[config.mk]
export PLATFORM = sky130hd
export DESIGN_NAME = multi_channel_counter
export DESIGN_NICKNAME = d
export VERILOG_FILES = /design/src/rtl/mcc_pkg.sv /design/src/rtl/mcc_channel.sv /design/src/rtl/multi_channel_counter.sv
export SDC_FILE = /design/constraint.sdc
export NUM_CORES = 1
export LEC_CHECK = 0
export ABC_CLOCK_PERIOD_IN_PS = 3100
export CAP_MARGIN = 20
export CORE_MARGIN = 1
export CORE_UTILIZATION = 52
export CTS_BUF_LIST = sky130_fd_sc_hd__clkbuf_4 sky130_fd_sc_hd__clkbuf_8 sky130_fd_sc_hd__clkbuf_16
export DETAILED_ROUTE_END_ITERATION = 12
export PLACE_DENSITY_LB_ADDON = 0.2
export SETUP_SLACK_MARGIN = 0.4
export SYNTH_ARGS = -nofsm -noshare
export SYNTH_HDL_FRONTEND = slang
export SYNTH_HIERARCHICAL = 1
export SYNTH_SLANG_ARGS = --single-unit
[constraint.sdc]
create_clock -name clk -period 3.1 [get_ports clk]
set_input_delay 0.62 -clock clk [delete_from_list [all_inputs] [get_ports clk]]
set_output_delay 0.62 -clock clk [all_outputs]
set_load 0.01 [all_outputs]
[src/rtl/mcc_pkg.sv]
// Shared constants and the per-channel next-state record for the counter bank.
package mcc_pkg;

  localparam logic DIR_UP    = 1'b1;
  localparam logic DIR_DN    = 1'b0;
  localparam logic MODE_WRAP = 1'b0;
  localparam logic MODE_SAT  = 1'b1;

  // Widest channel the next-state record can carry; channels use the low CW bits.
  localparam int MCC_CNT_MAX = 32;

  typedef struct packed {
    logic [MCC_CNT_MAX-1:0] cnt;
    logic                   tc;
    logic                   wrap;
  } mcc_nxt_t;

endpackage

[src/rtl/mcc_channel.sv]
// One up/down counter with limit, wrap/saturate mode, load, terminal-count pulse
// and sticky wrap flag.
module mcc_channel
  import mcc_pkg::*;
#(
  parameter int CW = 8
) (
  input  logic          clk,
  input  logic          resetn,
  input  logic          step_i,
  input  logic          dir_i,
  input  logic          sat_i,
  input  logic          load_i,
  input  logic [CW-1:0] load_val_i,
  input  logic [CW-1:0] limit_i,
  input  logic          clr_i,
  output logic [CW-1:0] cnt_o,
  output logic          tc_o,
  output logic          wrap_flg_o
);

  logic [CW-1:0]          cnt_q, cnt_d;
  logic                   tc_q;
  logic                   wrap_q, wrap_d;
  logic [MCC_CNT_MAX-1:0] cnt_x, lim_x, ldv_x;
  mcc_nxt_t               nxt;

  assign cnt_x = MCC_CNT_MAX'(cnt_q);
  assign lim_x = MCC_CNT_MAX'(limit_i);
  assign ldv_x = MCC_CNT_MAX'(load_val_i);

  always_comb begin
    nxt.cnt  = cnt_x;
    nxt.tc   = 1'b0;
    nxt.wrap = 1'b0;
    if (load_i) begin
      nxt.cnt = (ldv_x > lim_x) ? lim_x : ldv_x;
    end else if (step_i) begin
      if (dir_i == DIR_UP) begin
        if (cnt_x < lim_x) begin
          nxt.cnt = cnt_x + 1'b1;
        end else begin
          nxt.tc = 1'b1;
          if (sat_i == MODE_SAT) begin
            nxt.cnt = lim_x;
          end else begin
            nxt.cnt  = '0;
            nxt.wrap = 1'b1;
          end
        end
      end else if (dir_i == DIR_DN) begin
        // A count left above a freshly lowered limit snaps back without a pulse.
        if (cnt_x > lim_x) begin
          nxt.cnt = lim_x;
        end else if (cnt_x != '0) begin
          nxt.cnt = cnt_x - 1'b1;
        end else begin
          nxt.tc = 1'b1;
          if (sat_i == MODE_WRAP) begin
            nxt.cnt  = lim_x;
            nxt.wrap = 1'b1;
          end else begin
            nxt.cnt = '0;
          end
        end
      end
    end
  end

  assign cnt_d  = nxt.cnt[CW-1:0];
  assign wrap_d = nxt.wrap | (wrap_q & ~clr_i);

  generate
    if (CW < MCC_CNT_MAX) begin : g_hi
      logic unused_hi;
      assign unused_hi = ^nxt.cnt[MCC_CNT_MAX-1:CW];
    end
  endgenerate

  always_ff @(posedge clk or posedge resetn) begin
    if (resetn) begin
      cnt_q  <= '0;
      tc_q   <= 1'b0;
      wrap_q <= 1'b0;
    end else begin
      cnt_q  <= cnt_d;
      tc_q   <= nxt.tc;
      wrap_q <= wrap_d;
    end
  end

  assign cnt_o      = cnt_q;
  assign tc_o       = tc_q;
  assign wrap_flg_o = wrap_q;

endmodule

[src/rtl/multi_channel_counter.sv]
// Bank of NCH independent up/down counters sharing one count tick.
// Define MCC_PRESCALE_EN to add the shared prescaler and its psc_div port.
module multi_channel_counter
  import mcc_pkg::*;
#(
  parameter int CW  = 8,
  parameter int NCH = 2,
  parameter int PSW = 8
) (
  input  logic              clk,
  input  logic              resetn,
  input  logic [NCH-1:0]    en,
  input  logic [NCH-1:0]    dir,
  input  logic [NCH-1:0]    sat,
  input  logic [NCH-1:0]    load,
  input  logic [NCH*CW-1:0] load_val,
  input  logic [NCH*CW-1:0] limit,
  input  logic [NCH-1:0]    clr,
`ifdef MCC_PRESCALE_EN
  input  logic [PSW-1:0]    psc_div,
`endif
  output logic [NCH*CW-1:0] c_out,
  output logic [NCH-1:0]    tc,
  output logic [NCH-1:0]    wrap_flg
);

  logic tick;

`ifdef MCC_PRESCALE_EN
  logic [PSW-1:0] psc_q, psc_d;

  // psc_div is compared live, so a change takes effect on the very next match.
  assign tick  = (psc_q == psc_div);
  assign psc_d = tick ? '0 : psc_q + 1'b1;

  always_ff @(posedge clk or posedge resetn) begin
    if (resetn) begin
      psc_q <= '0;
    end else begin
      psc_q <= psc_d;
    end
  end
`else
  logic [PSW-1:0] unused_psc;
  assign unused_psc = '0;
  assign tick       = 1'b1;
`endif

  generate
    for (genvar gi = 0; gi < NCH; gi++) begin : gen_ch
      mcc_channel #(
        .CW(CW)
      ) u_ch (
        .clk       (clk),
        .resetn    (resetn),
        .step_i    (en[gi] & tick),
        .dir_i     (dir[gi]),
        .sat_i     (sat[gi]),
        .load_i    (load[gi]),
        .load_val_i(load_val[gi*CW +: CW]),
        .limit_i   (limit[gi*CW +: CW]),
        .clr_i     (clr[gi]),
        .cnt_o     (c_out[gi*CW +: CW]),
        .tc_o      (tc[gi]),
        .wrap_flg_o(wrap_flg[gi])
      );
    end
  endgenerate

endmodule

# Word-level counts from Yosys, hierarchy flattened
# Cells that the tools add are included.
# totals
out_inout_bits	20
reg_bits	20
word_cells	54
# op_classes
bitwise_logic	6
add_sub_neg	4
mux	28
n_reduce_logical	4
order_cmp	6
# op_table
operator	count
two-way mux 8 bit	14
nonzero test 32 bit	2
two-way mux 10 bit	4
> comparator 8 bit	4
adder 8 x 1 -> 8 bit (second input constant)	2
< comparator 8 bit	2
two-way mux 2 bit	8
subtractor 8 x 1 -> 8 bit (second input constant)	2
nonzero test 2 bit	2
bitwise AND 1 bit	2
two-way mux 1 bit	2
NOT 1 bit	2
OR 1 bit	2

# Logic depth before layout (Yosys ltp)
# logic_depth
ltp_word	7
ltp_mapped	10
depth_no_buf	9

# Hierarchy
# The synthesis kept the hierarchy.
# modules_own_cells
module	area_each_um2	n_inst	seq_area_each_um2	cells_each
mcc_channel	1438.9	2	250.2	177

# Worst setup path before layout
# No wires, ideal clock.
# synth_timing
kind	input to register
start	input port limit[1]
end	register gen_ch[0].u_ch.cnt_q[3]
setup_ps	126
arrival_ps	2367
required_ps	2974
path_stages	9
setup_slack_ps	607
path_cell_list	inv_1 > ha_1 > nor2b_4 > o211ai_2 > a21oi_2 > o22a_1 > o21bai_4 > a221o_1 > a221o_1
# synth_between
elab_chain_cells	5
# synth_rtl
item	line_no	source
from (decl)	multi_channel_counter.sv:17	input logic [NCH*CW-1:0] limit,
> comparator 8 bit / < comparator 8 bit (equally long branches)	mcc_channel.sv:53, mcc_channel.sv:40	
two-way mux 8 bit (on tied branches)	mcc_channel.sv:53, mcc_channel.sv:40	
two-way mux 10 bit	mcc_channel.sv:39	if (dir_i == DIR_UP) begin
two-way mux 10 bit	mcc_channel.sv:38	end else if (step_i) begin
two-way mux 8 bit (*)	mcc_channel.sv:36	if (load_i) begin
to (signal assigned)	mcc_channel.sv:86	cnt_q <= cnt_d;
to (decl)	mcc_channel.sv:22	logic [CW-1:0] cnt_q, cnt_d;
# Every way passes the cells marked *; elsewhere a longest branch is shown, timed or not. The select of a mux whose other input is x is not followed.
# A chain may end at the register's enable or synchronous reset.

# Worst setup path after layout
# layout_timing
start	input port load_val[1]
end	register gen_ch[0].u_ch.cnt_q[3]
# layout_between
elab_chain_cells	3
# layout_rtl
item	line_no	source
from (decl)	multi_channel_counter.sv:16	input logic [NCH*CW-1:0] load_val,
> comparator 8 bit	mcc_channel.sv:37	nxt.cnt = (ldv_x > lim_x) ? lim_x : ldv_x;
two-way mux 8 bit	mcc_channel.sv:37	
two-way mux 8 bit	mcc_channel.sv:36	
# Every way passes these cells.

==> results.cfg <==
[outcome]
status = finished, final reports clean

[yosys]
synthArstFlopShare = 1.00
synth_enable_flop_cells = 0
syn-num-nets = 436
yosys-top-cells-area = dfrtp_1 17%, ha_1 17%, a221o_1 5.6%
synthMuxAreaShare = 0.0391
yosys.area_share.simple = 0.216
synth-seq-cells = 20
yosysSeqAreaShare = 0.174
yosys_warnings = 6
synthXorXnorAreaFrac = 0.0609
synth_top_area_frac = 0.174
synth-compound-area-share = 0.274
synth_top_cell_by_area = dfrtp_1
syn_inst = 354
synth_fa_ha_area_frac = 0.165
syn-mean-instance-area_um2 = 8.13
synth_top_family_by_area = compound AO/OA/AOI/OAI gates
synth-main-ff-cell = dfrtp_1
netlist_area_um2 = 2880
ys_types = 43

[critical_path]
worstSetupPathType = in2reg
rr_worst_depth = 9
crit_path_start_kind = input port
path_cells = clkdlybuf4s50_1 -> ha_1 -> nor2b_1 -> o211ai_1 -> a21oi_1 -> o32ai_2 -> buf_4 -> buf_4 -> o21ai_1 -> a221o_1
end_kind = flip-flop
crit_top_cell = buf_4
max_stage_delay_ns = 0.45
cp_max_fo = 7
critPathSlowestCell = clkdlybuf4s50_1
worst_ep_arrival_time_ns = 2.80
critical_path_required_ns = 3.25

[timing]
max_slew_margin = 0.503
hold_viol = 0
finalMaxSlewViolations = 0
timing.final.ws_setup_ns = 0.445
max_freq_mhz = 377
timing.final.crit_period_ns = 2.65
holdWs_ns = 0.553
finalCritPeriodShare = 0.856
rsz0062_at_grt = false
setup_viol_count_final = 0
tightest_slew_ns = 0.744
finalSetupTns_ns = 0
fin_worst_skew_ns = 0.00389

[routing]
drtPass1Iterations = 5
drt_iter0_markers = 227
vias = 3245
remaining_drc_errors = 0
wl_mm = 9.62
wl_per_cell_um = 18.8
viasPerCell = 6.35
drtAntennaViolNets = 0

[floorplan]
core_um2 = 5200
ios = 64
initial_core_util = 0.553
die_w_um = 76.4
fp-row-count = 26
die-area_um2 = 5840
die_y_um = 76.4

[grt]
antenna_found_initial = 0
grt_use_total = 0.322
grt_pass1_wl_mm = 15.1
overflow = 0
grt_pass1_vias = 2977
grt_max_degree = 21

[power]
p_per_area_nw_per_um2 = 401
p_total_mw = 1.63
ir_worst_vdd_uv = 198
p_leak_nw = 1.79

[run]
cap_violations = 0

[layout]
drive_gt1_frac = 0.261
postLayoutCoreUtil = 0.782
multi_input_area_um2 = 2380
insertedDiodeCount = 0
final_area_um2 = 4070
nNetsFinal = 525
final_cells = 511
nFillCells = 355
area_growth_pct = 41.5
final_cell_mix = 47 x clkdlybuf4s50_1, 41 x buf_4, 29 x ha_1, 28 x nand2_1, 28 x nand3_1
regArea_um2 = 500
mostFrequentLayoutCell = clkdlybuf4s50_1

[placement]
dp.cells = 501
place.gp.congestion = 0.889
io_buffers = 63
post_dp_cell_area_um2 = 3760
dp_hpwl_mm = 7.08
pre_cts_slack_ns = -0.0726

[clock_tree]
ctsHtreeMaxLevel = 1
numCtsBuffers = 3
cts_tree = yes
worstSkewPairLatency_ns = 0.26
clockBufferDepth = 2
cts_root_buffer = clkbuf_8
clk_pin_slew_worst_paths_ns = 0.08
cts.sinks = 20

[min_path]
whs_path_depth = 2
min_path_type = reg2reg
-- what timing repair did --
item	in CTS	in global routing
pin swaps	10	15
buffers inserted	4	3
setup endpoints to repair	17	16
hold buffers	0	0
gates resized for setup	27	39
-- synthesized netlist by cell type, drive strengths merged (6+ instances only) --
master,count
a21oi,22
a221o,16
a221oi,6
a31oi,8
and3,6
buf,12
clkbuf,8
dfrtp,20
ha,38
inv,30
mux2,10
nand2,28
nand3,28
nand4,8
nor2,16
nor3,6
nor3b,10
o21ai,16
o31ai,6
xnor2,14
xor2,6
-- layer usage --
layer / global-route usage / share of wire
met4: 0.0654 / 0.0045
met5: 0 / 0
met1: 0.480 / 0.45
met3: 0.0503 / 0.10
met2: 0.486 / 0.45
-- path summary, 6_finish.rpt --
path | slack, ns | from | endpoint
hold reg to reg | 0.55 | gen_ch[1].u_ch/wrap_flg_o | gen_ch[1].u_ch/wrap_flg_o
max in group asynchronous | 2.12 | resetn | gen_ch[1].u_ch/cnt_o[6]
min in group asynchronous | 0.66 | resetn | gen_ch[0].u_ch/wrap_flg_o
setup reg to reg | 0.52 | gen_ch[0].u_ch/cnt_o[0] | gen_ch[0].u_ch/cnt_o[3]
hold / removal | 0.55 | gen_ch[1].u_ch/wrap_flg_o | gen_ch[1].u_ch/wrap_flg_o
setup / recovery | 0.45 | load_val[1] | gen_ch[0].u_ch/cnt_o[3]
-- sequential cells by signal (all words and copies together) (netlist names) --
signal                  count
gen_ch.u_ch/cnt_o          16
gen_ch.u_ch/tc_o            2
gen_ch.u_ch/wrap_flg_o      2
-- power breakdown --
part	leakage [nW]	internal, mW	switching, mW
Combinational	1.51	0.541	0.533
Sequential	0.251	0.299	0.0824
Clock	0.0216	0.0868	0.0905
Total	1.79	0.927	0.706
-- logic make-up (layout without fill, tap and decap cells) --
| family | Yosys count | in the layout |
|---|---|---|
| AOI/OAI and AO/OA | 102 | 102 |
| DFF | 20 | 20 |
| muxes | 10 | 10 |
| xor gates and xnor gates | 20 | 20 |
| buffers and inverters | 50 | 137 |
| and+or+nand+nor | 114 | 114 |
| adders and majority gates | 38 | 38 |
-- critical path, delay by kind of cell --
family / cells / cell delay [ns]
buffers and inverters: 3 / 0.76
AO/OA/AOI/OAI: 5 / 0.97
adder cells (fa/ha/maj): 1 / 0.32
AND/OR/NAND/NOR: 1 / 0.14
-- area by class of cell --
class	count	area share
clock buffers	3	0.0101
inverters	30	0.0277
multi-input cells	284	0.584
flip-flops and latches	20	0.123
well taps	70	0.0215
repair buffers	104	0.234
No activity file was read; power rests on OpenSTA's default activity.
